[src/rtl/ct_split.sv]
// Packet-aware 1:N splitter: routes each input packet to a one-hot or multicast
// subset of outputs, locking the route from first beat to EOP.

module ct_split_lane (
  input  logic cur_sel,
  input  logic done,
  input  logic i_valid,
  input  logic i_ready,
  output logic o_valid,
  output logic lane_ok
);
  // A lane is satisfied once it is unselected, already served, or accepting now.
  assign o_valid = i_valid & cur_sel & ~done;
  assign lane_ok = ~cur_sel | done | i_ready;
endmodule

module ct_split #(
  parameter int RADIX = 2,
  parameter int WIDTH = 1,
  parameter int EOP   = 0
) (
  input  logic                   clk,
  input  logic                   reset,
  input  logic [WIDTH-1:0]       i_data,
  input  logic [RADIX-1:0]       i_mask,
  input  logic                   i_valid,
  output logic                   o_ready,
  output logic [RADIX*WIDTH-1:0] o_data,
  output logic [RADIX-1:0]       o_valid,
  input  logic [RADIX-1:0]       i_ready
);
  typedef enum logic {S_FIRST, S_BODY} state_t;

  state_t           state, state_nxt;
  logic [RADIX-1:0] pkt_mask, pkt_mask_nxt;
  logic [RADIX-1:0] done, done_nxt;
  logic [RADIX-1:0] cur_mask;
  logic [RADIX-1:0] lane_ok;
  logic             transfer;
  logic             eop;

  assign cur_mask = (state == S_BODY) ? pkt_mask : i_mask;
  assign eop      = i_data[EOP];
  assign o_ready  = &lane_ok;
  assign transfer = i_valid & o_ready;
  assign o_data   = {RADIX{i_data}};

  for (genvar k = 0; k < RADIX; k++) begin : g_lane
    ct_split_lane u_lane (
      .cur_sel (cur_mask[k]),
      .done    (done[k]),
      .i_valid (i_valid),
      .i_ready (i_ready[k]),
      .o_valid (o_valid[k]),
      .lane_ok (lane_ok[k])
    );
  end

  always_comb begin
    state_nxt    = state;
    pkt_mask_nxt = pkt_mask;
    // Remember which outputs already took a multicast beat so none sees it twice.
    done_nxt     = transfer ? '0 : (done | (o_valid & i_ready));
    if (transfer) begin
      case (state)
        S_FIRST: if (!eop) begin
          pkt_mask_nxt = i_mask;
          state_nxt    = S_BODY;
        end
        S_BODY:  if (eop) state_nxt = S_FIRST;
        default: state_nxt = S_FIRST;
      endcase
    end
  end

  always_ff @(posedge clk or posedge reset) begin
    if (reset) begin
      state    <= S_FIRST;
      pkt_mask <= '0;
      done     <= '0;
    end else begin
      state    <= state_nxt;
      pkt_mask <= pkt_mask_nxt;
      done     <= done_nxt;
    end
  end
endmodule

[config.mk]
export PLATFORM = sky130hd
export DESIGN_NAME = ct_split
export DESIGN_NICKNAME = d
export VERILOG_FILES = /design/src/rtl/ct_split.sv
export SDC_FILE = /design/constraint.sdc
export NUM_CORES = 1
export LEC_CHECK = 0
export CAP_MARGIN = 30
export CORE_AREA = 2 2 39 41
export DETAILED_ROUTE_END_ITERATION = 7
export DIE_AREA = 0 0 41 43
export PLACE_DENSITY = 0.56
export SYNTH_ARGS = -nofsm -noshare
export SYNTH_HDL_FRONTEND = slang
export SYNTH_SLANG_ARGS = --single-unit
export TNS_END_PERCENT = 5
[constraint.sdc]
create_clock -name clk -period 2.2 [get_ports clk]
set_clock_uncertainty 0.05 [all_clocks]
set_input_delay 0.44 -clock clk [delete_from_list [all_inputs] [get_ports clk]]
set_output_delay 0.44 -clock clk [all_outputs]
set_load 0.01 [all_outputs]
==> results.cfg <==
[status]
status = finished clean

[global_route]
grt_pass1_vias = 255
track_usage_pct = 9.38
gr-total-overflow = 0
grt_max_degree = 6
antenna_found_initial = 0
grt_pass1_wl_um = 966

[drt]
totalWireLength_um = 644
first_pass_iters = 3
vias = 263
route.detailed.drc = 0
drt-initial-drc-count = 3
avgRoutedWirePerCell_um = 10.4
antenna_left = 0
vias_per_cell = 4.24

[timing]
rsz0062_at_grt = false
finalCriticalPeriod_ns = 2.09
tightestPinTransition_ns = 0.254
hold_viol = 0
slew-limit-headroom_pct = 82.7
finalCritPeriodShare_pct = 95.0
max_freq_ghz = 0.478
slew_viol_final = 0
report.final.setup_viol = 0

[floorplan]
initial_core_util_pct = 22.3
core-area_sq_mm = 0.00138
fp.dieW_um = 41
num_io_pins = 13
rows = 14
die_height_um = 43
die-area_sq_mm = 0.00176

[worst_setup_path]
slowest_delay_ns = 0.44
reg2reg_to = pkt_mask[0]
crit_family = buffers and inverters
required_ns = 1.71
critPathArrivalTime_ns = 1.60
path_class = primary input to primary output
r2r-start = state
start_kind = primary input
crit_chain = clkdlybuf4s50_1 -> mux2i_2 -> inv_1 -> nand2_1 -> nor2_1 -> dlygate4sd2_1
regToRegSetupSlack_ns = 0.30
r2r_cells = 5
path_buf_inv = 3
critPathMaxFanout = 3
cpMaxStageDelayCell = clkdlybuf4s50_1
endpoint_kind = primary output

[final_layout]
layout_common_cells = clkdlybuf4s50_1, dfrtp_1, buf_4
antennaDiodeCount = 0
layout_commonest_cell = clkdlybuf4s50_1
drive_gt1_share_pct = 26.1
nFillCells = 151
nets = 55
area_growth_syn_to_layout_pct = 53.8
design_area_sq_um = 475

[power]
combPwrFrac_pct = 40.3
p_sw_share_pct = 31.6
ir_drop_mv = 0.288
power.density_mw_per_mm2 = 932
share_clk_of_total_power_pct = 23.9
power.internal_uw = 303
power_frac_seq_pct = 35.8
total_power_uw = 443
power_switching_uw = 140
leakagePower_nw = 0.223

[synth]
synth_seq_area_share_pct = 40.5
netlist_top_cells_area = dfrtp_1, buf_4, mux2_4
synth_cell_types = 17
ys_warn_count = 0
syn_nets = 38
synth_area_sq_um = 309
ys_seq_elements = 5
synth_top_cell_by_area = dfrtp_1
yosys.area.top_type_share_pct = 40.5
syn_inst = 30
synth_area_per_cell_sq_um = 10.3

[clock_tree]
tritoncts = yes
clk-insertion-delay-late_ns = 0.24
root_buffer = clkbuf_4
htree_levels = 1
clk_pin_slew_worst_paths_ns = 0.04
clock_path_buffers = 2
cts_made_buffers = 3
cts_sinks = 5

[placed_design]
hpwlAfterDp_um = 508
gp_congestion = 0.713
portBuffers = 12
placed_area_sq_um = 449

[hold_path]
hold_path.class = primary input to async pin

[flow_run]
drv_cap = 0
final cells by class:
| type | instances | area, sq um | share of cell area, % |
|---|---|---|---|
| tap | 16 | 20.0 | 4.21 |
| sequential | 5 | 125 | 26.3 |
| inverter | 3 | 11.3 | 2.37 |
| clock buffer | 4 | 26.3 | 5.53 |
| multi-input combinational | 18 | 146 | 30.8 |
| timing repair buffer | 16 | 146 | 30.8 |
worst max path at each step:
stage / depth (start not counted) / slack (ns) / from / end
floorplan: 4 / 0.45 / state / pkt_mask[0]
global placement: 5 / -0.16 / i_mask[1] / o_ready
detailed placement: 5 / -0.16 / i_mask[1] / o_ready
CTS: 5 / 0.09 / i_mask[0] / o_ready
global route: 5 / 0.02 / i_mask[0] / o_ready
finish: 6 / 0.11 / i_mask[1] / o_valid[1]
registers in the layout (all words and copies together), names as in the netlist:
register	cells
done	2
state	1
pkt_mask	2
routing by layer:
metal,vias up,global-route usage (%),share of wire (%)
met5,-,0,0
met4,0,14.0,2.2
met3,2,2.09,7.1
met2,11,10.0,41
met1,116,11.8,50
li1,134,-,-
power groups by stage:
| stage | clock network (mW) | registers (mW) | logic, mW |
|---|---|---|---|
| floorplan | 0 | 0.149 | 0.126 |
| global placement | 0 | 0.155 | 0.186 |
| detailed placement | 0 | 0.156 | 0.187 |
| CTS | 0.108 | 0.157 | 0.181 |
| global route | 0.120 | 0.163 | 0.196 |
| finish | 0.106 | 0.158 | 0.179 |
kinds of logic (layout without fill, tap and decap cells):
family	Yosys count	after routing	share of synthesized area, %
compound gates	6	6	14.2
buf+inv	7	23	13.4
mux	4	4	16.2
simple gates	8	8	15.8
flops	5	5	40.5
repair_timing:
action / CTS / global route
gates resized for setup: 4 / 0
buffers inserted: 0 / 0
setup endpoints to repair: 3 / 0
hold buffers: 0 / 0
metrics by stage:
stage	worst slack [ns]	hold slack, ns	util, %	TNS, ns	cells
global placement	-0.162	0.444	32.5	-0.489	58
floorplan	0.448	0.169	-	0	30
detailed placement	-0.160	0.453	32.5	-0.484	58
CTS	0.0890	0.359	34.4	0	62
global route	0.0176	0.373	34.4	0	62
finish	0.109	0.355	34.4	0	62
Yosys cell counts:
cell and count:
dfrtp_1 5, buf_4 4, inv_1 3, mux2_4 2
mux2i_1 2, nor2_1 2, nor3_1 2, a21oi_1 1
a31oi_1 1, and3b_1 1, nand2_1 1, nor3b_1 1
o21a_1 1, o21ai_0 1, o31ai_1 1, o31ai_2 1
or4_4 1
No activity file was read; power rests on OpenSTA's default activity.
